File: src/rtl/pattern_pkg.sv
// Shared types and helpers for the pattern sequencer: FSM state encoding,
// channel-select priority and frame timing.
package pattern_pkg;

    typedef enum logic [2:0] {
        IDLE,
        LOAD,
        START,
        DATA,
        STOP,
        END
    } state_t;

    // Widest select vector the priority helper accepts.
    localparam int unsigned SEL_MAX = 32;

    function automatic int unsigned lowest_set_index(input logic [SEL_MAX-1:0] sel);
        int unsigned idx;
        logic        found;
        idx   = 0;
        found = 1'b0;
        for (int unsigned i = 0; i < SEL_MAX; i++) begin
            if (sel[i] && !found) begin
                idx   = i;
                found = 1'b1;
            end
        end
        return idx;
    endfunction

    function automatic int unsigned frame_cycles(input int unsigned dw, input int unsigned baud_div);
        return (dw + 2) * baud_div;
    endfunction

endpackage

File: src/rtl/pattern_sequencer_if.sv
// Board-side bundle of the pattern sequencer: switches, triggers, ROM bus,
// serial line and status.
interface pattern_sequencer_if #(
    parameter int unsigned NCH = 4,
    parameter int unsigned DW  = 8,
    parameter int unsigned AW  = 4
);
    localparam int unsigned CW = (NCH > 1) ? $clog2(NCH) : 1;

    logic [NCH-1:0]    sel;
    logic              write;
    logic              auto;
    logic [AW-1:0]     rom_addr;
    logic [NCH*DW-1:0] rom_data;
    logic              ser_out;
    logic              busy;
    logic              done;
    logic [DW-1:0]     data_latch;
    logic [CW-1:0]     chan;

    modport slave (
        input  sel, write, auto, rom_data,
        output rom_addr, ser_out, busy, done, data_latch, chan
    );

    modport master (
        output sel, write, auto, rom_data,
        input  rom_addr, ser_out, busy, done, data_latch, chan
    );

endinterface

File: src/rtl/ser_shift.sv
// Serial frame engine: baud counter, data-bit counter and LSB-first shift
// register, sequenced by the controller's current state.
module ser_shift
    import pattern_pkg::*;
#(
    parameter int unsigned DW       = 8,
    parameter int unsigned BAUD_DIV = 16
) (
    input  logic          clk,
    input  logic          rst,
    input  state_t        phase,
    input  logic          load,
    input  logic [DW-1:0] din,
    output logic          ser_out,
    output logic          baud_end,
    output logic          bit_last,
    output logic          frame_done
);

    localparam int unsigned BW  = $clog2(BAUD_DIV);
    localparam int unsigned BCW = (DW > 1) ? $clog2(DW) : 1;

    logic [BW-1:0]  baud_q, baud_d;
    logic [BCW-1:0] bit_q, bit_d;
    logic [DW-1:0]  shift_q, shift_d;
    logic           in_frame;

    assign in_frame   = (phase == START) || (phase == DATA) || (phase == STOP);
    assign baud_end   = (baud_q == BW'(BAUD_DIV - 1));
    assign bit_last   = (bit_q == BCW'(DW - 1));
    assign frame_done = (phase == STOP) && baud_end;

    // Every state change happens on a baud boundary, so wrapping at baud_end
    // also restarts the counter on each transition.
    always_comb begin
        baud_d = '0;
        if (in_frame && !baud_end) begin
            baud_d = baud_q + 1'b1;
        end
    end

    always_comb begin
        bit_d = '0;
        if (phase == DATA) begin
            bit_d = bit_q;
            if (baud_end) begin
                bit_d = bit_last ? '0 : bit_q + 1'b1;
            end
        end
    end

    always_comb begin
        shift_d = shift_q;
        if (load) begin
            shift_d = din;
        end else if ((phase == DATA) && baud_end) begin
            shift_d = shift_q >> 1;
        end
    end

    always_comb begin
        ser_out = 1'b1;
        case (phase)
            START:   ser_out = 1'b0;
            DATA:    ser_out = shift_q[0];
            default: ser_out = 1'b1;
        endcase
    end

    always_ff @(posedge clk) begin
        if (rst) begin
            baud_q  <= '0;
            bit_q   <= '0;
            shift_q <= '0;
        end else begin
            baud_q  <= baud_d;
            bit_q   <= bit_d;
            shift_q <= shift_d;
        end
    end

endmodule

File: src/rtl/pattern_sequencer.sv
// Pattern sequencer top: picks a channel from the switches, walks LEN ROM
// words and hands each one to the serial frame engine.
module pattern_sequencer
    import pattern_pkg::*;
#(
    parameter int unsigned NCH      = 4,
    parameter int unsigned DW       = 8,
    parameter int unsigned AW       = 4,
    parameter int unsigned LEN      = 16,
    parameter int unsigned BAUD_DIV = 16
) (
    input  logic                sysclk,
    input  logic                reset,
    pattern_sequencer_if.slave  bus
);

    localparam int unsigned   CW        = (NCH > 1) ? $clog2(NCH) : 1;
    localparam logic [AW-1:0] LAST_ADDR = AW'(LEN - 1);

    state_t        state_q, state_d;
    logic [CW-1:0] chan_q, chan_d;
    logic [AW-1:0] addr_q, addr_d;
    logic [DW-1:0] latch_q, latch_d;
    logic          write_q, write_d;

    logic [DW-1:0] rom_word;
    logic          sel_any;
    logic [CW-1:0] sel_idx;
    logic          start_req;
    logic          load;
    logic          baud_end;
    logic          bit_last;
    logic          frame_done;

    assign write_d   = bus.write;
    assign sel_any   = |bus.sel;
    assign sel_idx   = CW'(lowest_set_index(SEL_MAX'(bus.sel)));
    // A write edge with no channel selected is consumed here and never queued.
    assign start_req = ((bus.write && !write_q) || bus.auto) && sel_any;
    assign load      = (state_q == LOAD);

    always_comb begin
        rom_word = '0;
        for (int unsigned k = 0; k < NCH; k++) begin
            if (chan_q == CW'(k)) begin
                rom_word = bus.rom_data[k*DW +: DW];
            end
        end
    end

    always_comb begin
        state_d = state_q;
        chan_d  = chan_q;
        addr_d  = addr_q;
        latch_d = latch_q;
        case (state_q)
            IDLE: begin
                if (start_req) begin
                    chan_d  = sel_idx;
                    addr_d  = '0;
                    state_d = LOAD;
                end
            end
            LOAD: begin
                latch_d = rom_word;
                state_d = START;
            end
            START: begin
                if (baud_end) begin
                    state_d = DATA;
                end
            end
            DATA: begin
                if (baud_end && bit_last) begin
                    state_d = STOP;
                end
            end
            STOP: begin
                if (frame_done) begin
                    if (addr_q == LAST_ADDR) begin
                        state_d = END;
                    end else begin
                        addr_d  = addr_q + 1'b1;
                        state_d = LOAD;
                    end
                end
            end
            END: begin
                if (bus.auto && sel_any) begin
                    chan_d  = sel_idx;
                    addr_d  = '0;
                    state_d = LOAD;
                end else begin
                    state_d = IDLE;
                end
            end
            default: state_d = IDLE;
        endcase
    end

    always_ff @(posedge sysclk) begin
        if (reset) begin
            state_q <= IDLE;
            chan_q  <= '0;
            addr_q  <= '0;
            latch_q <= '0;
            write_q <= 1'b0;
        end else begin
            state_q <= state_d;
            chan_q  <= chan_d;
            addr_q  <= addr_d;
            latch_q <= latch_d;
            write_q <= write_d;
        end
    end

    ser_shift #(
        .DW       (DW),
        .BAUD_DIV (BAUD_DIV)
    ) u_ser_shift (
        .clk        (sysclk),
        .rst        (reset),
        .phase      (state_q),
        .load       (load),
        .din        (rom_word),
        .ser_out    (bus.ser_out),
        .baud_end   (baud_end),
        .bit_last   (bit_last),
        .frame_done (frame_done)
    );

    assign bus.rom_addr   = addr_q;
    assign bus.busy       = (state_q != IDLE);
    assign bus.done       = (state_q == END);
    assign bus.data_latch = latch_q;
    assign bus.chan       = chan_q;

endmodule
File: src/flat_wrapper.sv
// flat-port wrapper written by rule: the top's interface ports become plain ports
module pattern_sequencer_flat import pattern_pkg::*;
#(
    parameter int unsigned NCH      = 4,
    parameter int unsigned DW       = 8,
    parameter int unsigned AW       = 4,
    parameter int unsigned LEN      = 16,
    parameter int unsigned BAUD_DIV = 16
)
  (sysclk, reset, bus_sel, bus_write, bus_auto, bus_rom_data, bus_rom_addr, bus_ser_out, bus_busy, bus_done, bus_data_latch, bus_chan);
  pattern_sequencer_if #(.NCH(NCH), .DW(DW), .AW(AW)) bus_i ();
  input  logic sysclk;
  input  logic reset;
  input wire logic [$bits(bus_i.sel)-1:0] bus_sel;
  input wire logic [$bits(bus_i.write)-1:0] bus_write;
  input wire logic [$bits(bus_i.auto)-1:0] bus_auto;
  input wire logic [$bits(bus_i.rom_data)-1:0] bus_rom_data;
  output wire logic [$bits(bus_i.rom_addr)-1:0] bus_rom_addr;
  output wire logic [$bits(bus_i.ser_out)-1:0] bus_ser_out;
  output wire logic [$bits(bus_i.busy)-1:0] bus_busy;
  output wire logic [$bits(bus_i.done)-1:0] bus_done;
  output wire logic [$bits(bus_i.data_latch)-1:0] bus_data_latch;
  output wire logic [$bits(bus_i.chan)-1:0] bus_chan;
  assign bus_i.sel = bus_sel;
  assign bus_i.write = bus_write;
  assign bus_i.auto = bus_auto;
  assign bus_i.rom_data = bus_rom_data;
  assign bus_rom_addr = bus_i.rom_addr;
  assign bus_ser_out = bus_i.ser_out;
  assign bus_busy = bus_i.busy;
  assign bus_done = bus_i.done;
  assign bus_data_latch = bus_i.data_latch;
  assign bus_chan = bus_i.chan;
  pattern_sequencer #(.NCH(NCH), .DW(DW), .AW(AW), .LEN(LEN), .BAUD_DIV(BAUD_DIV)) u_core (.sysclk(sysclk), .reset(reset), .bus(bus_i));
endmodule
File: config.mk
export PLATFORM = sky130hd
export DESIGN_NAME = pattern_sequencer_flat
export DESIGN_NICKNAME = d
export VERILOG_FILES = /design/src/rtl/pattern_pkg.sv /design/src/rtl/pattern_sequencer_if.sv /design/src/rtl/ser_shift.sv /design/src/rtl/pattern_sequencer.sv /design/src/flat_wrapper.sv
export SDC_FILE = /design/constraint.sdc
export NUM_CORES = 1
export LEC_CHECK = 0
export BUFFER_PORTS_ARGS = -buffer_cell sky130_fd_sc_hd__buf_2
export CAP_MARGIN = 20
export CORE_ASPECT_RATIO = 0.75
export CORE_MARGIN = 10
export CORE_UTILIZATION = 45
export CTS_CLUSTER_SIZE = 14
export DETAILED_ROUTE_END_ITERATION = 6
export PLACE_DENSITY = 0.76
export SYNTH_ARGS = -nofsm -noshare
export SYNTH_HDL_FRONTEND = slang
export SYNTH_SLANG_ARGS = --single-unit
File: constraint.sdc
create_clock -name sysclk -period 1.47 [get_ports sysclk]
set_clock_uncertainty 0.05 [all_clocks]
set_input_delay 0.147 -clock sysclk [delete_from_list [all_inputs] [get_ports sysclk]]
set_output_delay 0.147 -clock sysclk [all_outputs]
set_load 0.01 [all_outputs]
# == After elaboration in Yosys (flattened, before gate mapping) ==
# Index checks and enable logic that the tools add are counted.
# op_classes
addsub,3
eq_ne,17
muxes,29
n_bitwise,2
reduce_logical,30
# ops
operator,n
8-bit two-way mux,6
3-bit two-way mux,6
3-bit one-hot mux with 6 select lines,1
4-bit two-way mux,4
4-bit one-hot mux with 3 select lines,1
1-bit logical AND,10
"2-bit by 1-bit inequality test with 1-bit output, second input constant",5
"3-bit == test, second input constant",3
"4-bit by 1-bit adder with 4-bit output, second input constant",2
"4-bit == test, second input constant",2
2-bit two-way mux,4
"3-bit by 2-bit == test with 1-bit output, second input constant",2
3-bit nonzero test,2
1-bit zero test,5
1-bit two-way mux,5
5-bit AND reduction,1
"2-bit == test, second input constant",2
2-bit one-hot mux with 2 select lines,1
4-bit AND reduction,1
2-bit nonzero test,2
2-bit OR reduction,2
4-bit OR reduction,1
"3-bit by 1-bit adder with 3-bit output, second input constant",1
"3-bit by 1-bit == test with 1-bit output, second input constant",1
8 further kinds,11
# word_totals
register_bits,33
out_inout_bits,17
wordCells,89

# == Depth between registers and ports, before layout ==
# Gate-level depths: netlist of run 1.
# logic_depth
ltp_word,12
ltp_mapped,7
mapped_depth_nobuf,7

# == Hierarchy ==
# From an unflattened synthesis of run 1, not the netlist that was laid out.
# hier_totals
hier_cells,201
hier_area_um2,1854.3
# by_module_without_submodules
mod,n_inst,cells_each,area_each_um2,seq_area_each_um2
pattern_sequencer,1,119,1101.1,360.3
ser_shift,1,82,753.2,300.3

# == Worst setup path before layout of run 1 ==
# No wires, ideal clock.
# synth_timing
kind,flip-flop to flip-flop
start,reg u_core.u_ser_shift.baud_q[0]
end,reg u_core.addr_q[2] (netlist: u_core.bus.rom_addr[2])
arrival_ns,1.371
t_required_ns,1.301
setup_slack_ns,-0.070
path_stages_with_launch,8
n_path_buf,1
synth_period_minus_slack_ns,1.540
path_cell_list,dfxtp_1 > ha_1 > and3_1 > buf_2 > a21oi_1 > nor3_1 > nand3_1 > mux2i_1
# synth_between
elab_chain_cells,4
# synth_rtl
item,line,text
from (decl),ser_shift.sv:23,"logic [BW-1:0] baud_q, baud_d;"
from (signal assigned),ser_shift.sv:76,baud_q <= baud_d;
4-bit == test,ser_shift.sv:29,assign baud_end = (baud_q == BW'(BAUD_DIV - 1));
1-bit logical AND,ser_shift.sv:31,assign frame_done = (phase == STOP) && baud_end;
2-bit by 1-bit inequality test with 1-bit output (no source line),--,
5-bit AND reduction (no source line),--,
to (signal assigned),pattern_sequencer.sv:111,addr_q <= addr_d;
to (decl),pattern_sequencer.sv:22,"logic [AW-1:0] addr_q, addr_d;"
# Every way passes these cells.
# A chain may end at the register's enable or synchronous reset.

# == Worst setup path after layout of run 1 ==
# layout_timing
start,reg u_core.u_ser_shift.baud_q[1]
end,reg u_core.state_q[0]
# layout_between
elab_chain_cells,4
word_cells_on_any_way,7
classes_between,4 x eq/ne; 3 x reduce/logical
# layout_rtl
item,line,text
4-bit == test *,ser_shift.sv:29,
1-bit logical AND (on tied branches),"pattern_sequencer.sv:74, ser_shift.sv:31",
2-bit by 1-bit inequality test with 1-bit output (no source line),--,
4-bit AND reduction (no source line) *,--,
to (signal assigned),pattern_sequencer.sv:109,state_q <= state_d;
to (decl),pattern_sequencer.sv:20,"state_t state_q, state_d;"
# Every way passes the cells marked *; elsewhere a longest branch is shown, timed or not.

==> run summary, run 1 <==
Initial antenna violation count = 0
DR iter-0 viols = 102
Maximum vdd ir drop = 0.000684 V
Root Buffer = clkbuf_8
Worst skew pair latency = 0.29 ns
Crit path max fanout = 4
Footprint of the multi-input gates = 1090 um2
CTS H-tree depth = 2
Setup CP Type = reg2reg
HPWL Detailed = 3540 um
Mapped Area = 1690 um2
Global routing usage summed across all routing layers = 0.140
Antenna diodes = 0
Nets = 312
DRT Pass-1 Iters = 4
CTS tree = yes
Hold Crit Class = in2reg
# rows = 19
Crit. End Element = register
CP Launch Type = register
Worst slew pin tran = 0.409 ns
Sequential area share after synthesis = 0.391
Register bit count reported by yosys = 33
Max cap viols = 0
Switch share = 0.341
Largest net degree at the start of global routing = 16
Core area = 3640 um2
Final Setup Violations = 0
Via density = 5.18
Initial Utilization = 0.464
Total CTS buffers = 5
Clock sink count = 33
Area growth from synthesis to layout = 43.9%
Power Density = 1220 nW/um2
Slew Viols, Final = 0
Flop pwr share = 0.395
Register area = 671 um2
Layout cell share with drive strength beyond 1 = 0.472
Post-layout util = 0.668
Vias in the first global route = 1702
Fin crit period = 1.44 ns
DR vias = 1664
Leak pwr = 1.06 nW
Die Y = 73.1 um
PortBufs = 56
Gate count of the mapped netlist = 192
Status = finished, final reports clean
RD Place Congestion = 0.818
Most common cell after layout, fill and taps aside = buf_2
Highest clock rate = 0.697 GHz
Slew HR = 0.727
First-pass GRT wire length = 7600 um
Drt drc = 0
Syn. warnings = 0
Hold_ws = 0.0336 ns
Die width = 90.7 um
CP arrival = 1.57 ns
Unique cell type count in the Yosys netlist = 34
Drt wl/cell = 14.4 um
Final Hold Fails = 0
Fillers = 292
Syn_area_per_cell = 8.80 um2
Die Area = 6630 um2
Post-synth net total = 236
Hold buffer count at cts = 0
Comb power frac = 0.383
Post-route clock period utilization = 0.976
Reg clk slew, reported paths = 0.07 ns
Clock share of power = 0.222
I/O pin count = 57
Commonest non-fill, non-tap cells in the layout = buf_2 (56), nand2_1 (36), dfxtp_1 (27)
CP Data Required Time = 1.60 ns
Worst R2R Setup Slack = 0.03 ns
Final WL = 4630 um
Final ANT Viol Nets = 0
NetSw = 1.01 mW
Grt ovf = 0
Maximum clock path buffer count = 2
RSZ-0062 raised after global routing = true
Internal Power = 1.95 mW
## timing repair
item                                    4_1_cts  5_1_grt
endpoints found under the setup margin       10       25
setup buffers                                 1        1
gates cloned                                  0        1
resized for setup                            13       16
pin swaps                                     1        4
## cell type report
class | instances | area share
clock buffer | 6 | 0.0299
clock inverter | 2 | 0.00412
inverter | 4 | 0.00618
multi-input combinational | 145 | 0.448
sequential | 33 | 0.276
tap | 52 | 0.0268
timing repair buffer | 79 | 0.209
## worst max-delay path: stages (launching register included)
cell      delay [ns]
dfxtp_2         0.36
ha_4            0.14
and3_4          0.22
nor2_2          0.05
a211oi_2        0.24
mux2i_1         0.22
nor2_1          0.05
## cell families after synthesis
kind of cell    share of synthesized area
flops                               0.391
mux                                 0.148
fa+ha+maj                          0.0296
simple gates                        0.219
buf+inv                            0.0370
compound gates                      0.164
xor+xnor                           0.0104
## Yosys cell counts (all sizes together)
library cell   n  share of area
xor2           2          0.010
or4            1         0.0067
nor3           4          0.012
nor2b          3          0.011
mux4           8           0.11
nand3          8          0.024
ha             4          0.030
buf            9          0.026
mux2i          7          0.041
or3b           1         0.0052
nand2         37          0.084
dfxtp         33           0.39
a31oi          7          0.026
o22ai          1         0.0037
clkbuf         1         0.0022
a21oi         20          0.064
and2           1         0.0037
o21ai         10          0.032
inv            4         0.0089
a211oi         1         0.0074
a22oi          2          0.012
a31o           1          0.010
a21o           1         0.0044
nand2b         8          0.030
a41oi          1         0.0052
and3           4          0.015
nor2          13          0.029
## routing by layer
layer | wire, um | vias up | track usage
met1 | 2030 | 779 | 0.160
met2 | 2240 | 48 | 0.228
li1 | - | 835 | -
met5 | 0 | - | 0
met3 | 341 | 2 | 0.0730
met4 | 18 | 0 | 0.0317
## power by group through the flow
stage	registers (mW)	clock network [mW]	logic, mW
after floorplan	1.15	0	0.608
after global placement	1.15	0	0.984
after detailed placement	1.16	0	1.00
after CTS	1.15	0.676	1.03
after global routing	1.19	0.719	1.24
final	1.17	0.657	1.13
## flip-flops by register name, summed over array words and instances (netlist names)
name                        flops
u_core.write_q                  1
u_core.bus.rom_addr             4
u_core.u_ser_shift.shift_q      8
u_core.bus.data_latch           8
u_core.state_q                  3
u_core.u_ser_shift.baud_q       4
u_core.bus.chan                 2
u_core.u_ser_shift.bit_q        3
## through the flow
step / std cells / total power, mW / instance area [um2] / setup WS [ns] / setup TNS (ns)
after floorplan: 192 / 1.75 / 1710 / 0.0119 / 0
after global routing: 321 / 3.15 / 2430 / -0.0345 / -0.0673
after global placement: 310 / 2.14 / 2190 / -0.0145 / -0.0194
final: 321 / 2.96 / 2430 / 0.0350 / 0
after detailed placement: 310 / 2.16 / 2190 / -0.0453 / -0.167
after CTS: 319 / 2.86 / 2330 / 0.00126 / 0
## final timing paths
kind,from,end,cells past startpoint
setup / recovery,u_core.u_ser_shift.baud_q[1],u_core.state_q[0],6
hold / removal,bus_write,u_core.write_q,2
setup reg to reg,u_core.u_ser_shift.baud_q[1],u_core.state_q[0],6
hold reg to reg,u_core.bus.data_latch[2],u_core.bus.data_latch[2],2
No activity file was read; power rests on OpenSTA's default activity.
==> inputs of run 2 (changes only) <==
--- a/config.mk
+++ b/config.mk
@@ -9,10 +9,11 @@
 export CAP_MARGIN = 20
 export CORE_ASPECT_RATIO = 0.75
 export CORE_MARGIN = 10
-export CORE_UTILIZATION = 45
+export CORE_UTILIZATION = 46
 export CTS_CLUSTER_SIZE = 14
 export DETAILED_ROUTE_END_ITERATION = 6
 export PLACE_DENSITY = 0.76
 export SYNTH_ARGS = -nofsm -noshare
 export SYNTH_HDL_FRONTEND = slang
+export SYNTH_HIERARCHICAL = 1
 export SYNTH_SLANG_ARGS = --single-unit
==> run 2 against run 1 <==
  * The flow now finishes with violations (negative setup slack)
  * Core utilization is 1.2 points higher
  * First-iteration DRC count is 7.8% higher
  * Register-to-register slack worse by 0.12 ns
  * Combinational power is 62% higher
  * Critical endpoint is now u_core/bus.rom_addr[1]
  * Largest power group is now combinational cells
==> run summary, run 2 <==
RSZ-0062 raised after global routing = true (unchanged)
Vias in the first global route = 1660 (was 1702)
Syn. warnings = 6 (was 0)
TNS Setup = -0.357 ns (was 0 ns)
Slew Viols, Final = 0 (unchanged)
Ys flop type = dfxtp_1 (unchanged)
Slew HR = 0.648 (was 0.727)
Met2 Use GR = 0.206 (was 0.228)
Crit path max fanout = 4 (unchanged)
Critical path's top delay family = simple AND/OR/NAND/NOR gates (was flip-flops)
Slowest stage delay, CP = 0.35 ns (was 0.36 ns)
Max cap viols = 0 (unchanged)
Post-synth EDFFs = 0 (unchanged)
Global routing usage summed across all routing layers = 0.137 (was 0.140)
Critical path cell sequence = ha_4, nand3_4, clkinv_4, and3_4, inv_4, o21ai_2, and4b_4, mux2i_1 (was ha_4, and3_4, nor2_2, a211oi_2, mux2i_1, nor2_1)
Global-route layer with the greatest usage = met2 (unchanged)
Power Density = 1490 nW/um2 (was 1220 nW/um2)
Worst skew pair latency = 0.28 ns (was 0.29 ns)
Most common cell after layout, fill and taps aside = buf_2 (unchanged)
Leak pwr = 1.07 nW (was 1.06 nW)
Largest cells by area after synthesis = dfxtp_1 (36%), mux4_2 (9.7%), nand2_1 (5.7%), a21oi_1 (4.3%), a221oi_2 (4.0%) (was dfxtp_1 (39%), mux4_2 (11%), nand2_1 (8.0%), a21oi_1 (5.3%), mux2i_1 (4.1%))
Layout cell share with drive strength beyond 1 = 0.466 (was 0.472)
Syn_area_per_cell = 9.23 um2 (was 8.80 um2)
Gate count of the mapped netlist = 201 (was 192)
RD Place Congestion = 0.921 (was 0.818)
Initial Utilization = 0.491 (was 0.464)
Final Setup Violations = 6 (was 0)
First-pass GRT wire length = 7810 um (was 7600 um)
Met3 Usage GRT = 0.0497 (was 0.0730)
Reg clk slew, reported paths = 0.07 ns (about the same)
Register bit count reported by yosys = 33 (unchanged)
Mapped Area = 1850 um2 (was 1690 um2)
I/O pin count = 57 (unchanged)
Drt wl/cell = 14.3 um (was 14.4 um)
NetSw = 1.42 mW (was 1.01 mW)
Sequential area share after synthesis = 0.356 (was 0.391)
Via density = 5.34 (was 5.18)
CP Launch Type = register (unchanged)
Largest net degree at the start of global routing = 28 (was 16)
Worst Hold Path Cells = 2 (unchanged)
Final WL = 4740 um (was 4630 um)
Clock sink count = 33 (unchanged)
# rows = 19 (unchanged)
DR iter-0 viols = 110 (was 102)
Post-place setup slack = -0.104 ns (was -0.0453 ns)
Top cell type's share of synthesized area = 0.356 (was 0.391)
CTS tree = yes (unchanged)
WP buf/inv = 2 (was 0)
Unique cell type count in the Yosys netlist = 49 (was 34)
Commonest non-fill, non-tap cells in the layout = buf_2 (56), nand2_1 (28), dfxtp_1 (27) (was buf_2 (56), nand2_1 (36), dfxtp_1 (27))
Root Buffer = clkbuf_8 (unchanged)
Final ANT Viol Nets = 0 (unchanged)
Total CTS buffers = 5 (unchanged)
Top-count cell post-synth = dfxtp_1 (was nand2_1)
Nets = 323 (was 312)
Core area = 3780 um2 (was 3640 um2)
Grt ovf = 0 (unchanged)
Crit. End Element = register (unchanged)
Internal Power = 2.41 mW (was 1.95 mW)
CP Data Required Time = 1.64 ns (was 1.60 ns)
DRT Pass-1 Iters = 4 (unchanged)
Maximum vdd ir drop = 0.000984 V (was 0.000684 V)
HPWL Detailed = 3610 um (was 3540 um)
CTS H-tree depth = 2 (unchanged)
Flop pwr share = 0.342 (was 0.395)
Comb power frac = 0.478 (was 0.383)
Worst slew pin tran = 0.528 ns (was 0.409 ns)
Maximum clock path buffer count = 2 (unchanged)
Met1 GRT Util = 0.175 (was 0.160)
Final Hold Fails = 0 (unchanged)
PortBufs = 56 (unchanged)
Clock share of power = 0.179 (was 0.222)
Area growth from synthesis to layout = 38.7% (was 43.9%)
Fillers = 303 (was 292)
Highest clock rate = 0.643 GHz (was 0.697 GHz)
Fin crit period = 1.55 ns (was 1.44 ns)
Failing checks = negative setup slack
Critical-path top delay cell = dfxtp_2 (unchanged)
Drt drc = 0 (unchanged)
Post-route clock period utilization = 1.06 (was 0.976)
Switch share = 0.372 (was 0.341)
DR vias = 1769 (was 1664)
Area leader, netlist = dfxtp_1 (unchanged)
Hold buffer count at cts = 0 (unchanged)
Critical path depth in cells = 8 (was 6)
Post-synth net total = 245 (was 236)
Setup ws final = -0.0850 ns (was 0.0350 ns)
Initial antenna violation count = 0 (unchanged)
Post-synth ARST share = 0 (unchanged)
Status = finished, violations left (was finished, final reports clean)
CP arrival = 1.72 ns (was 1.57 ns)
Hold Crit Class = in2reg (unchanged)
Antenna diodes = 0 (unchanged)
Post-synth top cells = dfxtp_1 (33), nand2_1 (28), a21oi_1 (16), o21ai_0 (11), inv_1 (10) (was nand2_1 (36), dfxtp_1 (33), a21oi_1 (18), nor2_1 (13))
Die Area = 7000 um2 (was 6630 um2)
Die Y = 75.0 um (was 73.1 um)
Die width = 93.3 um (was 90.7 um)
Setup CP Type = reg2reg (unchanged)
Cells on worst reg2reg path = 8 (was 6)
[run 2: changes by cell type in the layout (fill, tap and decap cells not counted), sizes merged, moves of 3 or more]
cell / previous run / this run
nand2: 37 / 29
mux2i: 7 / 3
a221oi: 0 / 7
buf: 78 / 82
nand2b: 8 / 5
a21oi: 20 / 16
nor4: 0 / 4
nor2b: 3 / 6
nand3: 8 / 4
inv: 4 / 11
nor2: 13 / 8
[run 2: layer usage]
layer / vias to the layer above / share of wire
li1: 895 / -
met1: 820 / 0.45
met2: 47 / 0.47
met3: 7 / 0.074
met4: 0 / 0.0087
met5: - / 0
[run 2: worst paths after layout]
| path | start | to | slack, ns |
|---|---|---|---|
| worst max register to register | u_core/u_ser_shift/baud_q[0] | u_core/bus.rom_addr[1] | -0.08 |
| worst min register to register | u_core/bus.data_latch[0] | u_core/bus.data_latch[0] | 0.40 |
| worst max-delay path | u_core/u_ser_shift/baud_q[0] | u_core/bus.rom_addr[1] | -0.08 |
| worst min-delay path | bus_write | u_core/write_q | 0.04 |
[run 2: cell families (layout without fill, tap and decap cells)]
kind of cell / after synthesis / in the layout / synth area share
AO/OA/AOI/OAI: 53 / 53 / 0.217
multiplexers: 11 / 11 / 0.113
AND/OR/NAND/NOR: 73 / 73 / 0.207
adder cells (fa/ha/maj): 4 / 4 / 0.0270
flip-flops: 33 / 33 / 0.356
XOR/XNOR: 2 / 2 / 0.00945
buffers and inverters: 25 / 103 / 0.0695
[run 2: worst reg2reg max path, delay by kind of cell (launching register included)]
kind,cells,cell delay (ns)
simple gates,3,0.57
buf+inv,2,0.10
fa+ha+maj,1,0.15
compound gates,1,0.10
mux,1,0.18
flops,1,0.35
[run 2: area by class of cell]
type                       instances  area, um2  share of cell area
multi-input combinational        143       1140               0.445
sequential                        33        673               0.262
timing repair buffer              83        533               0.207
clock buffer                       7       86.3              0.0336
inverter                          13       68.8              0.0268
tap                               52       65.1              0.0253
[run 2: repair_timing]
action	in CTS	in global routing
setup buffers	1	1
pin swaps	2	3
setup endpoints to repair	10	24
gates cloned	0	1
resized for setup	3	13
[run 2: through the flow]
stage           util  instances  cell area (um2)  total power [mW]  hold slack (ns)
2_1_floorplan      -        201             1920              2.49            0.166
3_3_place_gp   0.628        321             2370              3.01            0.321
3_5_place_dp   0.628        321             2370              3.03            0.326
4_1_cts        0.655        329             2480              3.74           0.0305
5_1_grt        0.680        331             2570              4.10           0.0874
6_report       0.680        331             2570              3.83           0.0437
[run 2: power groups by stage]
stage	logic [mW]	clock network (mW)	registers (mW)
after floorplan	1.20	0	1.28
after global placement	1.71	0	1.30
after detailed placement	1.73	0	1.30
after CTS	1.74	0.706	1.29
after global routing	2.01	0.740	1.34
final	1.83	0.687	1.31
